===== config.mk =====
export PLATFORM = sky130hd
export DESIGN_NAME = spi_flash_arbiter_flat
export DESIGN_NICKNAME = d
export VERILOG_FILES = /design/src/rtl/spi_flash_arbiter_pkg.sv /design/src/rtl/spi_flash_arbiter_if.sv /design/src/rtl/sync_2ff.sv /design/src/rtl/spi_flash_arbiter.sv /design/src/flat_wrapper.sv
export SDC_FILE = /design/constraint.sdc
export NUM_CORES = 1
export LEC_CHECK = 0
export ABC_AREA = 0
export CAP_MARGIN = 15
export CORE_MARGIN = 2
export CORE_UTILIZATION = 58
export DETAILED_ROUTE_END_ITERATION = 12
export PLACE_DENSITY = 0.83
export SETUP_SLACK_MARGIN = 0.5
export SYNTH_ARGS = -nofsm -noshare
export SYNTH_HDL_FRONTEND = slang
export SYNTH_SLANG_ARGS = --single-unit

===== constraint.sdc =====
create_clock -name clk -period 4.75 [get_ports clk]
set_input_delay 1.425 -clock clk [delete_from_list [all_inputs] [get_ports clk]]
set_output_delay 1.425 -clock clk [all_outputs]
set_load 0.01 [all_outputs]

===== src/rtl/spi_flash_arbiter_pkg.sv =====
// Shared flash-subsystem definitions: arbiter states, default timing and SPI pin bundle.
package spi_flash_arbiter_pkg;

  localparam int unsigned GUARD_CYCLES_DEF = 2;
  localparam int unsigned CPU_TIMEOUT_DEF  = 4096;
  localparam int unsigned HOLD_W           = 16;

  typedef enum logic [1:0] {
    ST_IDLE  = 2'd0,
    ST_CPU   = 2'd1,
    ST_FT    = 2'd2,
    ST_GUARD = 2'd3
  } arb_state_t;

  typedef struct packed {
    logic cs;
    logic sck;
    logic mosi;
  } spi_pins_t;

  // Pin state presented to the flash while nobody owns it.
  localparam spi_pins_t SPI_RELEASED = '{cs: 1'b1, sck: 1'b0, mosi: 1'b0};

  // A zero-length guard would let two masters touch the bus back to back.
  function automatic int unsigned guard_eff(input int unsigned cycles);
    return (cycles == 0) ? 1 : cycles;
  endfunction

endpackage


===== src/rtl/spi_flash_arbiter_if.sv =====
// Bus bundle between the SPI flash arbiter and its CPU / programmer / flash neighbours.
interface spi_flash_arbiter_if;

  logic i_cpu_req;
  logic i_cpu_spi_clk;
  logic i_cpu_spi_mosi;
  logic i_cpu_spi_cs;
  logic i_FT_CS;
  logic i_ft_spi_clk;
  logic i_ft_spi_mosi;

  logic o_SPI_CLK;
  logic o_SPI_MOSI;
  logic o_SPI_CS;
  logic o_grant_cpu;
  logic o_grant_ft;
  logic o_cpu_wait;
  logic o_timeout;

  modport slave (
    input  i_cpu_req, i_cpu_spi_clk, i_cpu_spi_mosi, i_cpu_spi_cs,
    input  i_FT_CS, i_ft_spi_clk, i_ft_spi_mosi,
    output o_SPI_CLK, o_SPI_MOSI, o_SPI_CS,
    output o_grant_cpu, o_grant_ft, o_cpu_wait, o_timeout
  );

  modport master (
    output i_cpu_req, i_cpu_spi_clk, i_cpu_spi_mosi, i_cpu_spi_cs,
    output i_FT_CS, i_ft_spi_clk, i_ft_spi_mosi,
    input  o_SPI_CLK, o_SPI_MOSI, o_SPI_CS,
    input  o_grant_cpu, o_grant_ft, o_cpu_wait, o_timeout
  );

endinterface


===== src/rtl/sync_2ff.sv =====
// Two-flop synchronizer for a single asynchronous level (programmer CS, UART CTS).
module sync_2ff #(
  parameter logic RESET_VAL = 1'b1
) (
  input  logic clk,
  input  logic reset,
  input  logic d,
  output logic q
);

  logic meta;

  always_ff @(posedge clk) begin
    if (reset) begin
      meta <= RESET_VAL;
      q    <= RESET_VAL;
    end else begin
      meta <= d;
      q    <= meta;
    end
  end

endmodule


===== src/rtl/spi_flash_arbiter.sv =====
// Shares one SPI flash between the CPU flash controller and an FT2232 programmer,
// with a CS-high guard gap between owners and a bounded CPU hold time.
module spi_flash_arbiter
  import spi_flash_arbiter_pkg::*;
#(
  parameter int unsigned GUARD_CYCLES = GUARD_CYCLES_DEF,
  parameter int unsigned CPU_TIMEOUT  = CPU_TIMEOUT_DEF
) (
  input  logic               clk,
  input  logic               reset,
  spi_flash_arbiter_if.slave bus
);

  localparam int unsigned GUARD_EFF = guard_eff(GUARD_CYCLES);
  localparam int unsigned GUARD_W   = $clog2(GUARD_EFF + 1);

  localparam logic [HOLD_W-1:0]  HOLD_LAST  = HOLD_W'(CPU_TIMEOUT - 1);
  localparam logic [GUARD_W-1:0] GUARD_LAST = GUARD_W'(GUARD_EFF - 1);
  localparam logic [GUARD_W-1:0] GUARD_MAX  = GUARD_W'(GUARD_EFF);

  arb_state_t         state;
  arb_state_t         next_state;
  logic [HOLD_W-1:0]  hold_cnt;
  logic [GUARD_W-1:0] guard_cnt;
  logic               grant_cpu;
  logic               grant_ft;
  logic               timeout;
  logic               timeout_hit;
  logic               ft_cs_sync;
  logic               ft_req;
  spi_pins_t          pins;

  sync_2ff #(
    .RESET_VAL (1'b1)
  ) u_ft_cs_sync (
    .clk   (clk),
    .reset (reset),
    .d     (bus.i_FT_CS),
    .q     (ft_cs_sync)
  );

  assign ft_req = ~ft_cs_sync;

  // Ownership decisions; the programmer only wins when seen from IDLE.
  always_comb begin
    next_state  = state;
    timeout_hit = 1'b0;
    case (state)
      ST_IDLE: begin
        if (ft_req) begin
          next_state = ST_FT;
        end else if (bus.i_cpu_req) begin
          next_state = ST_CPU;
        end
      end
      ST_CPU: begin
        if (hold_cnt == HOLD_LAST) begin
          next_state  = ST_GUARD;
          timeout_hit = 1'b1;
        end else if (!bus.i_cpu_req) begin
          next_state = ST_GUARD;
        end
      end
      ST_FT: begin
        if (!ft_req) begin
          next_state = ST_GUARD;
        end
      end
      ST_GUARD: begin
        if (guard_cnt == GUARD_LAST) begin
          next_state = ST_IDLE;
        end
      end
      default: next_state = ST_IDLE;
    endcase
  end

  always_ff @(posedge clk) begin
    if (reset) begin
      state     <= ST_IDLE;
      hold_cnt  <= '0;
      guard_cnt <= '0;
      grant_cpu <= 1'b0;
      grant_ft  <= 1'b0;
      timeout   <= 1'b0;
    end else begin
      state <= next_state;

      // Grants rise one cycle after entry and drop on the same edge as the exit.
      grant_cpu <= (state == ST_CPU) && (next_state == ST_CPU);
      grant_ft  <= (state == ST_FT) && (next_state == ST_FT);

      if (timeout_hit) begin
        timeout <= 1'b1;
      end

      if ((state != ST_CPU) && (next_state == ST_CPU)) begin
        hold_cnt <= '0;
      end else if ((state == ST_CPU) && (hold_cnt != '1)) begin
        hold_cnt <= hold_cnt + 1'b1;
      end

      // Saturating count; cleared whenever the FSM is outside GUARD.
      if (state != ST_GUARD) begin
        guard_cnt <= '0;
      end else if (guard_cnt != GUARD_MAX) begin
        guard_cnt <= guard_cnt + 1'b1;
      end
    end
  end

  // Flash pin mux; the programmer's CS bypasses the synchronizer so it stays bit-exact.
  always_comb begin
    pins = SPI_RELEASED;
    if (grant_cpu) begin
      pins.cs   = bus.i_cpu_spi_cs;
      pins.sck  = bus.i_cpu_spi_clk;
      pins.mosi = bus.i_cpu_spi_mosi;
    end else if (grant_ft) begin
      pins.cs   = bus.i_FT_CS;
      pins.sck  = bus.i_ft_spi_clk;
      pins.mosi = bus.i_ft_spi_mosi;
    end
  end

  assign bus.o_SPI_CS    = pins.cs;
  assign bus.o_SPI_CLK   = pins.sck;
  assign bus.o_SPI_MOSI  = pins.mosi;
  assign bus.o_grant_cpu = grant_cpu;
  assign bus.o_grant_ft  = grant_ft;
  assign bus.o_timeout   = timeout;
  assign bus.o_cpu_wait  = bus.i_cpu_req & ~grant_cpu;

endmodule


===== src/flat_wrapper.sv =====
// flat-port wrapper written by rule: the top's interface ports become plain ports
module spi_flash_arbiter_flat import spi_flash_arbiter_pkg::*;
#(
  parameter int unsigned GUARD_CYCLES = GUARD_CYCLES_DEF,
  parameter int unsigned CPU_TIMEOUT  = CPU_TIMEOUT_DEF
)
  (clk, reset, bus_i_cpu_req, bus_i_cpu_spi_clk, bus_i_cpu_spi_mosi, bus_i_cpu_spi_cs, bus_i_FT_CS, bus_i_ft_spi_clk, bus_i_ft_spi_mosi, bus_o_SPI_CLK, bus_o_SPI_MOSI, bus_o_SPI_CS, bus_o_grant_cpu, bus_o_grant_ft, bus_o_cpu_wait, bus_o_timeout);
  spi_flash_arbiter_if bus_i ();
  input  logic clk;
  input  logic reset;
  input wire logic [$bits(bus_i.i_cpu_req)-1:0] bus_i_cpu_req;
  input wire logic [$bits(bus_i.i_cpu_spi_clk)-1:0] bus_i_cpu_spi_clk;
  input wire logic [$bits(bus_i.i_cpu_spi_mosi)-1:0] bus_i_cpu_spi_mosi;
  input wire logic [$bits(bus_i.i_cpu_spi_cs)-1:0] bus_i_cpu_spi_cs;
  input wire logic [$bits(bus_i.i_FT_CS)-1:0] bus_i_FT_CS;
  input wire logic [$bits(bus_i.i_ft_spi_clk)-1:0] bus_i_ft_spi_clk;
  input wire logic [$bits(bus_i.i_ft_spi_mosi)-1:0] bus_i_ft_spi_mosi;
  output wire logic [$bits(bus_i.o_SPI_CLK)-1:0] bus_o_SPI_CLK;
  output wire logic [$bits(bus_i.o_SPI_MOSI)-1:0] bus_o_SPI_MOSI;
  output wire logic [$bits(bus_i.o_SPI_CS)-1:0] bus_o_SPI_CS;
  output wire logic [$bits(bus_i.o_grant_cpu)-1:0] bus_o_grant_cpu;
  output wire logic [$bits(bus_i.o_grant_ft)-1:0] bus_o_grant_ft;
  output wire logic [$bits(bus_i.o_cpu_wait)-1:0] bus_o_cpu_wait;
  output wire logic [$bits(bus_i.o_timeout)-1:0] bus_o_timeout;
  assign bus_i.i_cpu_req = bus_i_cpu_req;
  assign bus_i.i_cpu_spi_clk = bus_i_cpu_spi_clk;
  assign bus_i.i_cpu_spi_mosi = bus_i_cpu_spi_mosi;
  assign bus_i.i_cpu_spi_cs = bus_i_cpu_spi_cs;
  assign bus_i.i_FT_CS = bus_i_FT_CS;
  assign bus_i.i_ft_spi_clk = bus_i_ft_spi_clk;
  assign bus_i.i_ft_spi_mosi = bus_i_ft_spi_mosi;
  assign bus_o_SPI_CLK = bus_i.o_SPI_CLK;
  assign bus_o_SPI_MOSI = bus_i.o_SPI_MOSI;
  assign bus_o_SPI_CS = bus_i.o_SPI_CS;
  assign bus_o_grant_cpu = bus_i.o_grant_cpu;
  assign bus_o_grant_ft = bus_i.o_grant_ft;
  assign bus_o_cpu_wait = bus_i.o_cpu_wait;
  assign bus_o_timeout = bus_i.o_timeout;
  spi_flash_arbiter #(.GUARD_CYCLES(GUARD_CYCLES), .CPU_TIMEOUT(CPU_TIMEOUT)) u_core (.clk(clk), .reset(reset), .bus(bus_i));
endmodule

==> results of run 1 <==
## stage by stage
step / instances / utilization [%] / hold WS (ns)
after floorplan: 149 / - / 0.389
after global placement: 186 / 71.0 / 0.410
after detailed placement: 186 / 71.0 / 0.406
after CTS: 190 / 72.3 / 0.441
after global routing: 191 / 72.5 / 0.471
final: 191 / 72.5 / 0.435
## cell type report
cell class | count | share of cell area (%)
Clock buffer | 4 | 1.79
Inverter | 6 | 1.54
Sequential cell | 25 | 34.1
Multi-Input combinational cell | 113 | 49.7
Tap cell | 27 | 2.30
Timing Repair Buffer | 16 | 10.6
## report_power, final
group | switching (µW) | internal, µW | total, µW
clock | 58.9 | 32.7 | 91.6
sequential | 7.97 | 214 | 222
combinational | 16.7 | 20.7 | 37.4
total | 83.6 | 268 | 351
## sequential cells by signal, indices dropped and copies added, names as in the netlist
register and flops:
u_core.u_ft_cs_sync.q 1, u_core.state 2, u_core.bus.o_grant_ft 1, u_core.u_ft_cs_sync.meta 1, u_core.guard_cnt 2, u_core.bus.o_timeout 1, u_core.bus.o_grant_cpu 1, u_core.hold_cnt 16
## path summary, 6_finish.rpt
path              slack [ns]                    end                      from
setup / recovery        0.68           bus_o_SPI_CS               bus_i_FT_CS
hold / removal          0.43  u_core.u_ft_cs_sync.q  u_core.u_ft_cs_sync.meta
setup reg to reg        2.90     u_core.hold_cnt[5]       u_core.hold_cnt[13]
hold reg to reg         0.43  u_core.u_ft_cs_sync.q  u_core.u_ft_cs_sync.meta
## worst max-delay path, stage by stage
cell	delay [ns]
clkdlybuf4s50_1	0.49
nor3b_1	0.06
a21oi_1	0.12
clkdlybuf4s50_1	0.55
## layer usage
| metal | routed length, µm | vias up |
|---|---|---|
| met5 | 0 | - |
| met4 | 0 | 0 |
| met3 | 120 | 0 |
| met2 | 1290 | 32 |
| met1 | 1140 | 538 |
| li1 | - | 578 |
## cell usage in the layout, fill, tap and decap left out, drive strengths merged
cell / synthesis / layout
a211o: 1 / 1
a21o: 1 / 1
a21oi: 12 / 12
a31oi: 1 / 1
a41o: 1 / 1
and3: 1 / 1
and4: 1 / 1
and4b: 1 / 1
clkbuf: 3 / 5
clkdlybuf4s50: 0 / 15
dfxtp: 25 / 25
ha: 3 / 3
inv: 6 / 6
mux2i: 2 / 2
nand2: 16 / 16
nand2b: 3 / 3
nand3: 5 / 5
nand3b: 2 / 2
nand4: 5 / 5
nand4b: 1 / 1
nor2: 9 / 9
nor2b: 3 / 3
nor3: 2 / 2
nor3b: 1 / 1
nor4: 5 / 5
nor4b: 3 / 3
nor4bb: 1 / 1
o211a: 2 / 2
o211ai: 2 / 2
o21ai: 10 / 10
o221ai: 1 / 1
o311ai: 1 / 1
o31ai: 2 / 2
o41ai: 1 / 1
or2: 4 / 4
or3: 8 / 8
or4: 1 / 1
xor2: 1 / 1
## cells by family after synthesis
kind of cell | after synthesis | share of synthesized area, %
compound gates | 35 | 17.2
xor+xnor | 1 | 0.688
fa+ha+maj | 3 | 2.95
buf+inv | 11 | 3.44
flops | 25 | 39.3
mux | 2 | 1.57
simple gates | 72 | 34.8
==> results.ini, run 1 <==
[placement]
place_congestion = 0.819
hpwl_um = 1870
dpl_cell_area_mm2 = 0.00144
place_ws_ns = 0.668
numPortBuffers = 15

[drt]
drc = 0
final_antenna_net_count = 0
routedWlPerCell_um = 13.3
avgViaCountPerCell = 6.01
finalWirelength_um = 2550
first_pass_iters = 5
detail_route.iter0.violations = 22
via_count = 1148

[synth]
synth_area_per_cell_um2 = 8.54
yosysSeqAreaShare_pct = 39.3
ys_ff_latch = 25
synth_ff_type = dfxtp_1
yosysWarnings = 0
ys_types = 42
synth_top_cell_by_area = dfxtp_1
synthesis.nets = 161
yosysTopAreaCellShare_pct = 39.3
synth_area_leaders = dfxtp_1 39%, a21oi_1 4.7%, nand2_1 4.7%, o21ai_0 3.9%, or3_1 3.4%
synthCells = 149
synth_top_cells_by_count = 25 x dfxtp_1, 16 x nand2_1, 12 x a21oi_1
syn_area_mm2 = 0.00127
yosysMostFrequentCell = dfxtp_1
synth_edf_count = 0
async_flop_share_pct = 0

[setup_path]
cp_max_fo = 2
cp.required_ns = 3.32
worstSetupPathType = in2out
cp-end-kind = output port
crit_arrival_ns = 2.64
critPathLaunchType = primary input
r2r_cells = 5

[floorplanning]
die_w_um = 50.8
core-area_mm2 = 0.00202
initial_utilization_pct = 62.9
num_rows = 16
pin_count = 16
die-area_mm2 = 0.00258
die_h_um = 50.8

[clock_network]
cts_setup_buffers = 0
cts_resized = 0
htreeDepth = 1
path_clk_slew_ns = 0.13
clkLatencyLatePin_ns = 0.31
cts.sinks = 25
cts_made_buffers = 3
root_buffer = clkbuf_4
cts_tree = built
clockBufferDepth = 2
ctsHoldBuffers = 0

[power]
p_per_area_mw_per_mm2 = 240
power_uw = 351
vdd_drop_max_mv = 0.209
power.leakage_uw = 0.000531

[timing]
slew_headroom_pct = 53.8
slew_violations = 0
fin_crit_ns = 4.07
fin_skew_ns = 0.00457
fin_tns_setup_ns = 0
rsz0062_at_grt = false
setup_slack_ns = 0.682
post-route-period-util_pct = 85.6
worstMarginPinSlew_ns = 0.687
fmax_mhz = 246
finalSetupViolations = 0
hold_violations = 0

[run]
drv_cap = 0

[global_routing]
busiest_layer = met2
first_global_vias = 978
grt_max_degree = 14
grt_overflow = 0
grt_util_met3_pct = 3.51
antenna_found_initial = 0
grt_use_met1_pct = 27.2
grt_pass1_wl_um = 4200
grtUsageMet2_pct = 36.8
grt_use_total_pct = 20.8

[cells_and_area]
multi_input_area_um2 = 728
seqCellArea_um2 = 500
nNetsFinal = 177
fillCellCount = 151
drive_above_1_share_pct = 7.32
diodes = 0
area_growth_pct = 15.2
postLayoutCellArea_mm2 = 0.00147

[worst_hold_path]
whs_path_depth = 1
hold_class = reg2reg

[outcome]
status = complete, no violations

Note: power is estimated with default switching activity, not from simulation.
==> inputs of run 2 (changes only) <==
REMOVE_ABC_BUFFERS = 1   (was not set)
==> run 2 against run 1 <==
Power up 2.0%. Utilization up 0.19 points. Register-to-register slack better by 0.03 ns. Count of clock-buffer cells in the layout down 1. Highest routed layer is now met4.
==> results.ini, run 2 (synthesis gave the netlist of run 1 again) <==
[cells_and_area]
largest_register_ffs = 16
utilization_pct = 72.7
largest-register = u_core.hold_cnt
reg_top3 = u_core.hold_cnt: 16 flops, u_core.guard_cnt: 2 flops, u_core.state: 2 flops
nNetsFinal = 177
area_growth_pct = 15.5
drive_above_1_share_pct = 7.93
fillCellCount = 169
final_cell_mix = 25 x dfxtp_1, 16 x nand2_1, 15 x clkdlybuf4s50_1
stdcell_count = 191
final_common_cell = dfxtp_1
postLayoutCellArea_mm2 = 0.00147
diodes = 0

[timing]
worstMarginPinSlew_ns = 0.640
fin_crit_ns = 4.06
rsz0062_at_grt = false
slew_headroom_pct = 57.0
fin_skew_ns = 0.0124
whs_ns = 0.440
post-route-period-util_pct = 85.4
fin_tns_setup_ns = 0
finalSetupViolations = 0
hold_violations = 0
fmax_mhz = 246
slew_violations = 0

[floorplanning]
pin_count = 16
num_rows = 16
die-area_mm2 = 0.00258
initial_utilization_pct = 62.9
die_w_um = 50.8
die_h_um = 50.8
core-area_mm2 = 0.00202

[power]
p_per_area_mw_per_mm2 = 244
vdd_drop_max_mv = 0.206
power.leakage_uw = 0.000530

[clock_network]
cts_made_buffers = 3
clockBufferDepth = 2
root_buffer = clkbuf_4
path_clk_slew_ns = 0.13
ctsHoldBuffers = 0
cts_setup_buffers = 0
clkLatencyLatePin_ns = 0.33
htreeDepth = 1
cts.sinks = 25
cts_resized = 0
cts_tree = built

[setup_path]
r2r_cells = 5
cp_num_cells = 4
cp_num_buf_inv = 2
critPathLaunchType = primary input
cp-end-kind = output port
slowest_delay_ns = 0.56
critical_path.top_delay_family = buffers and inverters
cp_slowest_cell = clkdlybuf4s50_1
cp_max_fo = 1
crit_arrival_ns = 2.63
cp_common_cell = clkdlybuf4s50_1
cp.required_ns = 3.32
path_cells = clkdlybuf4s50_1, nand2_1, o21ai_0, clkdlybuf4s50_1
worstSetupPathType = in2out

[placement]
dpl_cell_area_mm2 = 0.00144
place_congestion = 0.813
numPortBuffers = 15
dp.cells = 186
hpwl_um = 1970

[global_routing]
antenna_found_initial = 0
busiest_layer = met2
grtUsageMet2_pct = 41.7
grt_use_met1_pct = 28.5
grt_util_met3_pct = 3.80
grt_max_degree = 16
grt_pass1_wl_um = 4660
grt_overflow = 0
first_global_vias = 1113
grt_use_total_pct = 23.3

[worst_hold_path]
whs_path_depth = 1
hold_class = reg2reg

[outcome]
status = complete, no violations

[drt]
drc = 0
finalWirelength_um = 2580
detail_route.iter0.violations = 15
avgViaCountPerCell = 5.96
final_antenna_net_count = 0
routedWlPerCell_um = 13.5
via_count = 1138
first_pass_iters = 4

[run]
drv_cap = 0

[run 2: cell types whose count changed in the layout (fill, tap and decap cells not counted), sizes merged]
| cell | before | now |
|---|---|---|
| clkinvlp | 0 | 1 |
| clkbuf | 5 | 4 |
[run 2: power breakdown]
group / switching (µW) / internal (µW)
clock: 67.3 / 32.3
combinational: 16.0 / 20.6
sequential: 7.60 / 214
total: 90.9 / 267
[run 2: cell type report]
cell class	instances	area, µm²	area share (%)
clock buffers	3	22.5	1.53
clock inverters	1	7.51	0.511
inverters	6	22.5	1.53
multi-input cells	113	728	49.5
flip-flops and latches	25	500	34.0
well taps	27	33.8	2.30
repair buffers	16	155	10.6
[run 2: routing by layer]
layer / routed length (µm) / vias up
li1: - / 584
met1: 1170 / 540
met2: 1330 / 11
met3: 58 / 3
met4: 29 / 0
met5: 0 / -
[run 2: path summary, 6_finish.rpt]
path / slack, ns / to / startpoint
setup / recovery: 0.69 / bus_o_SPI_CLK / bus_i_ft_spi_clk
hold / removal: 0.44 / u_core.u_ft_cs_sync.q / u_core.u_ft_cs_sync.meta
hold reg to reg: 0.44 / u_core.u_ft_cs_sync.q / u_core.u_ft_cs_sync.meta
setup reg to reg: 2.93 / u_core.hold_cnt[9] / u_core.hold_cnt[12]
[run 2: stage by stage]
| step | worst slack (ns) | power [µW] |
|---|---|---|
| 6_report | 0.692 | 358 |
| 5_1_grt | 0.589 | 371 |
| 4_1_cts | 0.686 | 360 |
| 3_5_place_dp | 0.688 | 263 |
| 3_3_place_gp | 0.714 | 262 |
| 2_1_floorplan | 1.58 | 245 |
